==> src/rtl/rip_common_pkg.sv <==
// rip_common: types shared across the RIP core.
//   inst_t      - raw 32-bit RV32 instruction viewed as R-type fields
//   lsu_op_t    - load/store access type handed from decode to the LSU
//   lsu_fault_t - LSU completion status
//   lsu_state_t - LSU control state
// Helper functions cover decode of inst_t onto lsu_op_t and the
// per-access alignment, byte-strobe and lane-replication rules.
package rip_common;

  typedef struct packed {
    logic [6:0] funct7;
    logic [4:0] rs2;
    logic [4:0] rs1;
    logic [2:0] funct3;
    logic [4:0] rd;
    logic [6:0] opcode;
  } inst_t;

  typedef enum logic [2:0] {
    LB  = 3'd0,
    LH  = 3'd1,
    LW  = 3'd2,
    LBU = 3'd3,
    LHU = 3'd4,
    SB  = 3'd5,
    SH  = 3'd6,
    SW  = 3'd7
  } lsu_op_t;

  typedef enum logic [1:0] {
    NONE     = 2'd0,
    MISALIGN = 2'd1,
    TIMEOUT  = 2'd2
  } lsu_fault_t;

  typedef enum logic [1:0] {
    S_IDLE   = 2'd0,
    S_ACCESS = 2'd1,
    S_RESP   = 2'd2
  } lsu_state_t;

  localparam logic [6:0] OPC_LOAD  = 7'b0000011;
  localparam logic [6:0] OPC_STORE = 7'b0100011;

  // Decode maps the opcode/funct3 fields of an inst_t onto the LSU op.
  // Reserved funct3 encodings fall back to a word access.
  function automatic lsu_op_t decode_lsu_op(input logic [6:0] opcode,
                                            input logic [2:0] funct3);
    lsu_op_t o;
    o = LW;
    if (opcode == OPC_STORE) begin
      case (funct3)
        3'd0:    o = SB;
        3'd1:    o = SH;
        default: o = SW;
      endcase
    end else begin
      case (funct3)
        3'd0:    o = LB;
        3'd1:    o = LH;
        3'd4:    o = LBU;
        3'd5:    o = LHU;
        default: o = LW;
      endcase
    end
    return o;
  endfunction

  function automatic logic is_store(input lsu_op_t o);
    return (o == SB) || (o == SH) || (o == SW);
  endfunction

  function automatic logic is_misaligned(input lsu_op_t o, input logic [1:0] off);
    logic m;
    case (o)
      LH, LHU, SH: m = off[0];
      LW, SW:      m = (off != 2'b00);
      default:     m = 1'b0;
    endcase
    return m;
  endfunction

  function automatic logic [3:0] lsu_wstrb(input lsu_op_t o, input logic [1:0] off);
    logic [3:0] s;
    case (o)
      SB:      s = 4'b0001 << off;
      SH:      s = 4'b0011 << off;
      SW:      s = 4'hF;
      default: s = 4'h0;
    endcase
    return s;
  endfunction

  // Sub-word stores replicate their data across every lane so the memory
  // only needs the strobes to pick the right bytes.
  function automatic logic [31:0] lsu_wdata(input lsu_op_t o, input logic [31:0] d);
    logic [31:0] w;
    case (o)
      SB:      w = {4{d[7:0]}};
      SH:      w = {2{d[15:0]}};
      SW:      w = d;
      default: w = 32'h0;
    endcase
    return w;
  endfunction

endpackage

==> src/rtl/rip_lsu_if.sv <==
// rip_lsu_if: word-wide memory bus between the LSU and data memory.
//   mem_req/mem_ack  - request held until acknowledged
//   mem_we           - 1 for stores
//   mem_addr         - word-aligned byte address
//   mem_wstrb        - byte-lane write enables
//   mem_wdata        - store data (lane-replicated)
//   mem_rdata        - read word, valid with mem_ack
// master: LSU side; slave: memory side.
interface rip_lsu_if;
  logic        mem_req;
  logic        mem_we;
  logic [31:0] mem_addr;
  logic [3:0]  mem_wstrb;
  logic [31:0] mem_wdata;
  logic        mem_ack;
  logic [31:0] mem_rdata;

  modport master (
    output mem_req, mem_we, mem_addr, mem_wstrb, mem_wdata,
    input  mem_ack, mem_rdata
  );

  modport slave (
    input  mem_req, mem_we, mem_addr, mem_wstrb, mem_wdata,
    output mem_ack, mem_rdata
  );
endinterface

==> src/rtl/rip_lsu_extend.sv <==
// rip_lsu_extend: combinational load-data extraction.
//   op_i     - access type
//   off_i    - byte offset within the word (addr[1:0])
//   word_i   - word returned by memory
//   result_o - selected byte/halfword, sign- or zero-extended;
//              full word for LW; zero for stores
module rip_lsu_extend
  import rip_common::*;
(
  input  lsu_op_t     op_i,
  input  logic [1:0]  off_i,
  input  logic [31:0] word_i,
  output logic [31:0] result_o
);

  logic [7:0]  byte_w;
  logic [15:0] half_w;

  always_comb begin
    byte_w   = word_i[{off_i, 3'b000} +: 8];
    // Halfword loads are aligned, so only off_i[1] picks the half.
    half_w   = off_i[1] ? word_i[31:16] : word_i[15:0];
    result_o = 32'h0;
    case (op_i)
      LB:      result_o = {{24{byte_w[7]}}, byte_w};
      LBU:     result_o = {24'h0, byte_w};
      LH:      result_o = {{16{half_w[15]}}, half_w};
      LHU:     result_o = {16'h0, half_w};
      LW:      result_o = word_i;
      default: result_o = 32'h0;
    endcase
  end

endmodule

==> src/rtl/rip_lsu.sv <==
// rip_lsu: load/store unit with a single outstanding memory access.
//   clk, rst_n        - clock, asynchronous active-low reset
//   start, op, addr,
//   wdata             - request pulse and its operands (taken in IDLE only)
//   busy              - high whenever not IDLE
//   done              - one-cycle completion pulse
//   rdata             - extended load result (valid with done)
//   fault, fault_cause- completion status (valid with done)
//   mem               - memory bus, master side
// Parameter BUS_TIMEOUT: ACCESS cycles without mem_ack before a TIMEOUT
// fault (1..255).
module rip_lsu
  import rip_common::*;
#(
  parameter int unsigned BUS_TIMEOUT = 16
) (
  input  logic        clk,
  input  logic        rst_n,
  input  logic        start,
  input  lsu_op_t     op,
  input  logic [31:0] addr,
  input  logic [31:0] wdata,
  output logic        busy,
  output logic        done,
  output logic [31:0] rdata,
  output logic        fault,
  output lsu_fault_t  fault_cause,
  rip_lsu_if.master   mem
);

  localparam logic [7:0] CNT_LAST = 8'(BUS_TIMEOUT - 1);

  lsu_state_t  state_q, state_d;
  lsu_op_t     op_q, op_d;
  logic [1:0]  off_q, off_d;
  logic [7:0]  cnt_q, cnt_d;
  logic        mem_req_q, mem_req_d;
  logic        mem_we_q, mem_we_d;
  logic [31:0] mem_addr_q, mem_addr_d;
  logic [3:0]  mem_wstrb_q, mem_wstrb_d;
  logic [31:0] mem_wdata_q, mem_wdata_d;
  logic        fault_q, fault_d;
  lsu_fault_t  cause_q, cause_d;
  logic [31:0] rdata_q, rdata_d;
  logic [31:0] ext_word;

  logic take_req;
  logic req_mis;
  logic acc_timeout;

  assign take_req    = (state_q == S_IDLE) && start;
  assign req_mis     = is_misaligned(op, addr[1:0]);
  assign acc_timeout = (cnt_q == CNT_LAST);

  rip_lsu_extend u_extend (
    .op_i     (op_q),
    .off_i    (off_q),
    .word_i   (mem.mem_rdata),
    .result_o (ext_word)
  );

  // FSM state register
  always_ff @(posedge clk or negedge rst_n) begin
    if (!rst_n) state_q <= S_IDLE;
    else        state_q <= state_d;
  end

  // FSM next-state
  always_comb begin
    state_d = state_q;
    case (state_q)
      S_IDLE:   if (start) state_d = req_mis ? S_RESP : S_ACCESS;
      S_ACCESS: if (mem.mem_ack || acc_timeout) state_d = S_RESP;
      S_RESP:   state_d = S_IDLE;
      default:  state_d = S_IDLE;
    endcase
  end

  // FSM outputs
  always_comb begin
    busy = (state_q != S_IDLE);
    done = (state_q == S_RESP);
  end

  // Datapath next-state: request capture, bus drive and completion status.
  always_comb begin
    op_d        = op_q;
    off_d       = off_q;
    cnt_d       = cnt_q;
    mem_req_d   = mem_req_q;
    mem_we_d    = mem_we_q;
    mem_addr_d  = mem_addr_q;
    mem_wstrb_d = mem_wstrb_q;
    mem_wdata_d = mem_wdata_q;
    fault_d     = fault_q;
    cause_d     = cause_q;
    rdata_d     = rdata_q;

    case (state_q)
      S_IDLE: begin
        if (take_req) begin
          op_d    = op;
          off_d   = addr[1:0];
          cnt_d   = 8'd0;
          rdata_d = 32'h0;
          if (req_mis) begin
            fault_d = 1'b1;
            cause_d = MISALIGN;
          end else begin
            fault_d     = 1'b0;
            cause_d     = NONE;
            mem_req_d   = 1'b1;
            mem_we_d    = is_store(op);
            mem_addr_d  = {addr[31:2], 2'b00};
            mem_wstrb_d = lsu_wstrb(op, addr[1:0]);
            mem_wdata_d = lsu_wdata(op, wdata);
          end
        end
      end
      S_ACCESS: begin
        if (mem.mem_ack || acc_timeout) begin
          mem_req_d   = 1'b0;
          mem_we_d    = 1'b0;
          mem_addr_d  = 32'h0;
          mem_wstrb_d = 4'h0;
          mem_wdata_d = 32'h0;
          cnt_d       = 8'd0;
          // An ack in the final counted cycle still wins over the timeout.
          if (mem.mem_ack) begin
            fault_d = 1'b0;
            cause_d = NONE;
            rdata_d = is_store(op_q) ? 32'h0 : ext_word;
          end else begin
            fault_d = 1'b1;
            cause_d = TIMEOUT;
            rdata_d = 32'h0;
          end
        end else begin
          cnt_d = cnt_q + 8'd1;
        end
      end
      S_RESP: begin
        fault_d = 1'b0;
        cause_d = NONE;
        rdata_d = 32'h0;
      end
      default: ;
    endcase
  end

  // Datapath registers; reset also clears the bus so mem_req drops at once.
  always_ff @(posedge clk or negedge rst_n) begin
    if (!rst_n) begin
      op_q        <= LB;
      off_q       <= 2'b00;
      cnt_q       <= 8'd0;
      mem_req_q   <= 1'b0;
      mem_we_q    <= 1'b0;
      mem_addr_q  <= 32'h0;
      mem_wstrb_q <= 4'h0;
      mem_wdata_q <= 32'h0;
      fault_q     <= 1'b0;
      cause_q     <= NONE;
      rdata_q     <= 32'h0;
    end else begin
      op_q        <= op_d;
      off_q       <= off_d;
      cnt_q       <= cnt_d;
      mem_req_q   <= mem_req_d;
      mem_we_q    <= mem_we_d;
      mem_addr_q  <= mem_addr_d;
      mem_wstrb_q <= mem_wstrb_d;
      mem_wdata_q <= mem_wdata_d;
      fault_q     <= fault_d;
      cause_q     <= cause_d;
      rdata_q     <= rdata_d;
    end
  end

  assign mem.mem_req   = mem_req_q;
  assign mem.mem_we    = mem_we_q;
  assign mem.mem_addr  = mem_addr_q;
  assign mem.mem_wstrb = mem_wstrb_q;
  assign mem.mem_wdata = mem_wdata_q;
  assign rdata         = rdata_q;
  assign fault         = fault_q;
  assign fault_cause   = cause_q;

endmodule

==> src/flat_wrapper.sv <==
// flat-port wrapper written by rule: the top's interface ports become plain ports
module rip_lsu_flat import rip_common::*;
#(
  parameter int unsigned BUS_TIMEOUT = 16
)
  (clk, rst_n, start, op, addr, wdata, busy, done, rdata, fault, fault_cause, mem_mem_req, mem_mem_we, mem_mem_addr, mem_mem_wstrb, mem_mem_wdata, mem_mem_ack, mem_mem_rdata);
  rip_lsu_if mem_i ();
  input  logic clk;
  input  logic rst_n;
  input  logic start;
  input  lsu_op_t op;
  input  logic [31:0] addr;
  input  logic [31:0] wdata;
  output logic busy;
  output logic done;
  output logic [31:0] rdata;
  output logic fault;
  output lsu_fault_t fault_cause;
  output wire logic [$bits(mem_i.mem_req)-1:0] mem_mem_req;
  output wire logic [$bits(mem_i.mem_we)-1:0] mem_mem_we;
  output wire logic [$bits(mem_i.mem_addr)-1:0] mem_mem_addr;
  output wire logic [$bits(mem_i.mem_wstrb)-1:0] mem_mem_wstrb;
  output wire logic [$bits(mem_i.mem_wdata)-1:0] mem_mem_wdata;
  input wire logic [$bits(mem_i.mem_ack)-1:0] mem_mem_ack;
  input wire logic [$bits(mem_i.mem_rdata)-1:0] mem_mem_rdata;
  assign mem_mem_req = mem_i.mem_req;
  assign mem_mem_we = mem_i.mem_we;
  assign mem_mem_addr = mem_i.mem_addr;
  assign mem_mem_wstrb = mem_i.mem_wstrb;
  assign mem_mem_wdata = mem_i.mem_wdata;
  assign mem_i.mem_ack = mem_mem_ack;
  assign mem_i.mem_rdata = mem_mem_rdata;
  rip_lsu #(.BUS_TIMEOUT(BUS_TIMEOUT)) u_core (.clk(clk), .rst_n(rst_n), .start(start), .op(op), .addr(addr), .wdata(wdata), .busy(busy), .done(done), .rdata(rdata), .fault(fault), .fault_cause(fault_cause), .mem(mem_i));
endmodule
==> config.mk <==
export PLATFORM = sky130hd
export DESIGN_NAME = rip_lsu_flat
export DESIGN_NICKNAME = d
export VERILOG_FILES = /design/src/rtl/rip_common_pkg.sv /design/src/rtl/rip_lsu_if.sv /design/src/rtl/rip_lsu_extend.sv /design/src/rtl/rip_lsu.sv /design/src/flat_wrapper.sv
export SDC_FILE = /design/constraint.sdc
export NUM_CORES = 1
export LEC_CHECK = 0
export CORE_MARGIN = 8
export CORE_UTILIZATION = 28
export DETAILED_ROUTE_END_ITERATION = 7
export GPL_ROUTABILITY_DRIVEN = 0
export GPL_TIMING_DRIVEN = 0
export SYNTH_ARGS = -nofsm -noshare
export SYNTH_HDL_FRONTEND = slang
export SYNTH_SLANG_ARGS = --single-unit
==> constraint.sdc <==
create_clock -name clk -period 3.1 [get_ports clk]
set_clock_uncertainty 0.05 [all_clocks]
set_input_delay 0.31 -clock clk [delete_from_list [all_inputs] [get_ports clk]]
set_output_delay 0.31 -clock clk [all_outputs]
set_load 0.005 [all_outputs]
==> reports/qor.yml, run 1 <==
maxSlewViolCount: 0
multi_input_area_um2: 2710
drc: 0
cts_buffers: 17
netlist.area_leader.share: 0.4966
die_w_um: 161.7
power.leakage_uw: 0.003760
avgSynthCellArea_um2: 10.32
finish.utilization: 0.4311
dieArea_um2: 26150
max_freq_mhz: 373.3
required_ns: 3.34
overflow: 0
yosysTopAreaCell: "dfrtp_1"
placed_cells: 1060
holdWs_ns: 0.3989
power_uw: 7886
final_cells: 1093
cts_setup_buffers: 0
critPathKind: "flip-flop to flip-flop"
place_hpwl_um: 15290
cap_violations: 0
grtUsageMet2: 0.2355
grtUsageMet3: 0.06277
netlist_area_um2: 5946
seqCellArea_um2: 2953
insertedDiodeCount: 0
grt-busiest-layer: "met2"
clock-sinks: 118
cp-end-kind: "flip-flop"
use_met1: 0.1962
rsz0062_at_grt: "false"
status: "finished clean"
wire_per_inst_um: 18.54
ios: 210
setup_violations: 0
first_iter_violations: 237
cts_max_level: 4
grt_pass1_wl_um: 31170
fin_nets: 913
ys_seq_elements: 118
seq_area_frac_synth: 0.4966
worst_ep_arrival_time_ns: 2.92
track_usage: 0.1531
fillers: 2127
start_util: 0.2837
worstMarginPinSlew_ns: 1.259
vdd_drop_max_uv: 428.4
final_cell_mix: "clkdlybuf4s50_1, dfrtp_1, mux2_2"
clk_pin_slew_worst_paths_ns: 0.06
min_period_ns: 2.679
first_pass_iters: 4
ant_nets: 0
mostFrequentLayoutCell: "clkdlybuf4s50_1"
synthCells: 576
hold_path_class: "input pin to asynchronous set/reset pin"
yosys_warnings: 0
synth_edf_count: 0
viasPerCell: 4.759
synth_area_leaders: "dfrtp_1, mux2_2, mux2i_1"
rows: 53
cts_tree: "built"
vias: 5202
core-area_um2: 20960
drive_gt1_frac: 0.1369
dp_slack_ns: 0.05190
hold_viol_final: 0
syn2layout_area_growth_pct: 51.94
antenna_found_initial: 1
synth-main-ff-cell: "dfrtp_1"
setup_ws_ns: 0.4209
grt_pass1_vias: 5411
r2r_setup_slack_ns: 0.42
grt_start_max_net_pins: 62
synth_cell_types: 47
portBuffers: 206
synth-async-reset-ratio: 1.000
power_density_nw_per_um2: 872.9
timing.final.crit_share: 0.8642
clock_path_buffers: 2
die_y_um: 161.7
path_max_fanout: 10
wl_um: 20260
clk_latency_ns: 0.41
startpoint_type: "flip-flop"
cts-root-buf: "clkbuf_16"
slew_headroom: 0.1527
cell usage after synthesis, types with 8 or more instances:
cell and count:
mux2_2 58, inv_1 19, nor2_1 37, a22oi_1 10
mux2i_1 27, nor2b_1 33, o21ai_0 48, a21oi_1 39
o2bb2ai_1 16, a222oi_1 8, nand2_1 54, nand3_1 8
clkbuf_1 28, dfrtp_1 118
report_power, final:
group          internal, uW  leakage, uW  switching, uW
Sequential             2030      0.00155            259
Combinational          1840      0.00190           1640
Clock                  1340     0.000308            770
cell families after synthesis:
group           Yosys count  synth area share
compound gates          144            0.1561
other cells               1         0.0006307
simple gates            151            0.1197
mux                      86            0.1578
buf+inv                  64           0.04819
fa+ha+maj                 5           0.01052
flops                   118            0.4966
xor+xnor                  7           0.01031
layer usage:
metal | wire length [um] | up-vias | part of all wire
met5 | 11 | - | 0.00054
met4 | 186 | 2 | 0.0092
met3 | 1793 | 14 | 0.088
met2 | 9105 | 197 | 0.45
met1 | 9166 | 2496 | 0.45
li1 | - | 2493 | -
stage by stage:
step           instance area (um2)  setup TNS (ns)
6_report                      9034               0
5_1_grt                       9034               0
4_1_cts                       9034               0
3_5_place_dp                  8389               0
3_3_place_gp                  8356         -396.57
2_1_floorplan                 5949               0
state kept, by name, indices dropped and copies added (netlist names), 2 cells and up:
| register | cells |
|---|---|
| u_core.mem.mem_addr | 30 |
| u_core.state_q | 2 |
| u_core.op_q | 3 |
| u_core.off_q | 2 |
| u_core.mem.mem_wdata | 32 |
| u_core.fault_cause | 2 |
| u_core.cnt_q | 8 |
| u_core.mem.mem_wstrb | 4 |
| u_core.rdata | 32 |
cell type report:
type,instances,share of cell area
Clock inverter,12,0.01856
Clock buffer,20,0.05166
Sequential cell,118,0.3269
Inverter,19,0.007895
Tap cell,275,0.03809
Multi-Input combinational cell,395,0.3000
Timing Repair Buffer,209,0.2331
Buffer,45,0.02382
worst max-delay path: stages, from the launching register on:
cell	delay, ns
dfrtp_1	0.39
inv_1	0.11
ha_1	0.16
buf_2	0.23
inv_1	0.12
o21ai_0	0.38
nand2_1	0.15
a21oi_2	0.26
buf_6	0.21
buf_6	0.19
mux2_4	0.31
worst paths after layout:
kind                                    from                      end  cells after the start
max                        u_core.state_q[1]  u_core.mem.mem_addr[30]                     10
max in group asynchronous              rst_n  u_core.mem.mem_wdata[0]                      3
min in group clk            u_core.rdata[27]         u_core.rdata[27]                      2
min                                    rst_n         u_core.rdata[29]                      2
min reg2reg                 u_core.rdata[27]         u_core.rdata[27]                      2
max reg2reg                u_core.state_q[1]  u_core.mem.mem_addr[30]                     10
what timing repair did:
action / in CTS / in global routing
endpoints found under the hold margin: 57 / 0
setup endpoints to repair: 0 / 0
resized for setup: 0 / 0
hold buffers: 1 / 0
(Power assumes the default switching activity.)
==> run 2, diff against run 1 <==
--- a/config.mk
+++ b/config.mk
@@ -5,11 +5,13 @@
 export SDC_FILE = /design/constraint.sdc
 export NUM_CORES = 1
 export LEC_CHECK = 0
+export CORE_ASPECT_RATIO = 2
 export CORE_MARGIN = 8
 export CORE_UTILIZATION = 28
 export DETAILED_ROUTE_END_ITERATION = 7
 export GPL_ROUTABILITY_DRIVEN = 0
 export GPL_TIMING_DRIVEN = 0
+export REMOVE_ABC_BUFFERS = 1
 export SYNTH_ARGS = -nofsm -noshare
 export SYNTH_HDL_FRONTEND = slang
 export SYNTH_SLANG_ARGS = --single-unit
==> run 2 against run 1 <==
Via count shrank 2.0%; clock power fell by 2%; total power down 0.26%; critical path type is now input pin to flip-flop; largest cell class unchanged.
==> reports/qor.yml, run 2 (same netlist as run 1, synthesis figures left out) <==
fin_nets: 879  # was 913
critPathKind: "input pin to flip-flop"  # was flip-flop to flip-flop
first_pass_iters: 5  # was 4
power_uw: 7865  # was 7886 uW
track_usage: 0.1577  # was 0.1531
cp_cell_sequence: "dlygate4sd2_1 > clkinvlp_4 > a222oi_1 > buf_4 > a21o_1 > mux2_2"  # was inv_1 > ha_1 > buf_2 > inv_1 > o21ai_0 > nand2_1 > a21oi_2 > buf_6 > buf_6 > mux2_4
rsz0062_at_grt: "false"  # unchanged
path_delay_family: "buffers and inverters"  # unchanged
die_y_um: 222.1  # was 161.7 um
viasPerCell: 4.840  # was 4.759
hold_path_class: "input pin to asynchronous set/reset pin"  # unchanged
max_freq_mhz: 338.2  # was 373.3 MHz
grt_pass1_vias: 5495  # was 5,411
place_hpwl_um: 14700  # was 15,290 um
path_buf_inv: 3  # was 5
hold_viol_final: 0  # unchanged
cts_max_level: 4  # unchanged
insertedDiodeCount: 0  # unchanged
wire_per_inst_um: 19.23  # was 18.54 um
dieArea_um2: 26440  # was 26,150 um2
ant_nets: 0  # unchanged
first_iter_violations: 246  # was 237
power_density_nw_per_um2: 874.4  # was 872.9 nW/um2
timing.final.crit_share: 0.9539  # was 0.8642
ios: 210  # unchanged
status: "finished clean"  # unchanged
core-area_um2: 20930  # was 20,960 um2
path_max_fanout: 19  # was 10
final_cell_mix: "clkdlybuf4s50_1, dfrtp_1, mux2_2"  # unchanged
grt_start_max_net_pins: 61  # was 62
required_ns: 3.36  # was 3.34 ns
worstMarginPinSlew_ns: 1.256  # was 1.259 ns
slowest_delay_ns: 0.72  # was 0.39 ns
startpoint_type: "input pin"  # was flip-flop
vias: 5096  # was 5,202
drc: 0  # unchanged
clock_path_buffers: 2  # unchanged
grt_pass1_wl_um: 32170  # was 31,170 um
clk_latency_ns: 0.43  # was 0.41 ns
cts_tree: "built"  # unchanged
start_util: 0.2841  # was 0.2837
maxSlewViolCount: 0  # unchanged
overflow: 0  # unchanged
holdWs_ns: 0.3865  # was 0.3989 ns
cts-root-buf: "clkbuf_16"  # unchanged
clk_pin_slew_worst_paths_ns: 0.06  # about the same
clock-sinks: 118  # unchanged
cts_buffers: 17  # unchanged
vdd_drop_max_uv: 459.0  # was 428.4 uV
antenna_found_initial: 0  # was 1
cap_violations: 0  # unchanged
power.leakage_uw: 0.003725  # was 0.003760 uW
slew_headroom: 0.1604  # was 0.1527
setup_violations: 0  # unchanged
worst_ep_arrival_time_ns: 3.22  # was 2.92 ns
min_period_ns: 2.957  # was 2.679 ns
cp-end-kind: "flip-flop"  # unchanged
syn2layout_area_growth_pct: 51.28  # was 51.94%
portBuffers: 207  # was 206
wl_um: 20250  # was 20,260 um
crit_slowest_cell: "dlygate4sd2_1"  # was dfrtp_1
drive_gt1_frac: 0.1467  # was 0.1369
rows: 75  # was 53
die_w_um: 119.0  # was 161.7 um
mostFrequentLayoutCell: "clkdlybuf4s50_1"  # unchanged
==> run 2: worst paths after layout <==
| path | slack [ns] | depth (start not counted) | endpoint | startpoint |
|---|---|---|---|---|
| worst max-delay path | 0.14 | 6 | u_core.mem.mem_req | op[1] |
| worst min-delay path | 0.39 | 2 | u_core.mem.mem_addr[18] | rst_n |
| worst max register to register | 0.24 | 9 | u_core.mem.mem_addr[5] | u_core.state_q[1] |
| worst min register to register | 0.43 | 2 | u_core.rdata[26] | u_core.rdata[26] |
| max in group asynchronous | 1.88 | 3 | u_core.mem.mem_wdata[30] | rst_n |
| min in group clk | 0.43 | 2 | u_core.rdata[26] | u_core.rdata[26] |
==> run 2: through the flow <==
step           cell area, um2  instances  utilization  TNS (ns)  worst slack (ns)
3_5_place_dp             8297       1014       0.3965    -68.09            -1.224
4_1_cts                  8999       1053       0.4300         0           0.07253
6_report                 8995       1053       0.4298         0            0.1430
2_1_floorplan            5734        532            -    -35.53           -0.7618
3_3_place_gp             8143       1008       0.3891   -575.83            -3.499
5_1_grt                  8995       1053       0.4298         0           0.01002
==> run 2: layout make-up <==
class / instances / area [um2]
multi-input cells: 395 / 2753
repair inverters: 1 / 5.005
fillers: 2046 / 11930
repair buffers: 219 / 2255
inverters: 19 / 75.07
well taps: 269 / 336.6
flip-flops and latches: 118 / 2953
clock inverters: 12 / 151.4
clock buffers: 20 / 466.7
==> run 2: power breakdown <==
group	leakage, uW	switching (uW)	internal [uW]
sequential	0.00155	363	2030
combinational	0.00187	1550	1860
clock	0.000302	740	1320
total	0.00372	2650	5210
==> run 2: worst reg2reg max path: stages, from the launching register on <==
cell and delay [ns]:
dfrtp_1 0.40, inv_1 0.14, ha_1 0.39, nand2_1 0.31
o21ai_0 0.27, nand2_1 0.20, a21oi_4 0.22, buf_16 0.20
buf_12 0.20, mux2_2 0.35
==> run 2: layer usage <==
layer | track usage | share of wire | up-vias
met5 | 0 | 0 | -
met4 | 0.07228 | 0.024 | 0
met3 | 0.04489 | 0.051 | 27
met2 | 0.2929 | 0.56 | 145
met1 | 0.1560 | 0.37 | 2490
li1 | - | - | 2434
==> run 2: timing repair <==
item                                   in CTS  in global routing
setup endpoints to repair                 103                  2
resized for setup                           4                  2
cloned                                      1                  0
endpoints found under the hold margin      59                  0
setup buffers                               5                  0
hold buffers                                1                  0
pin swaps                                   1                  0
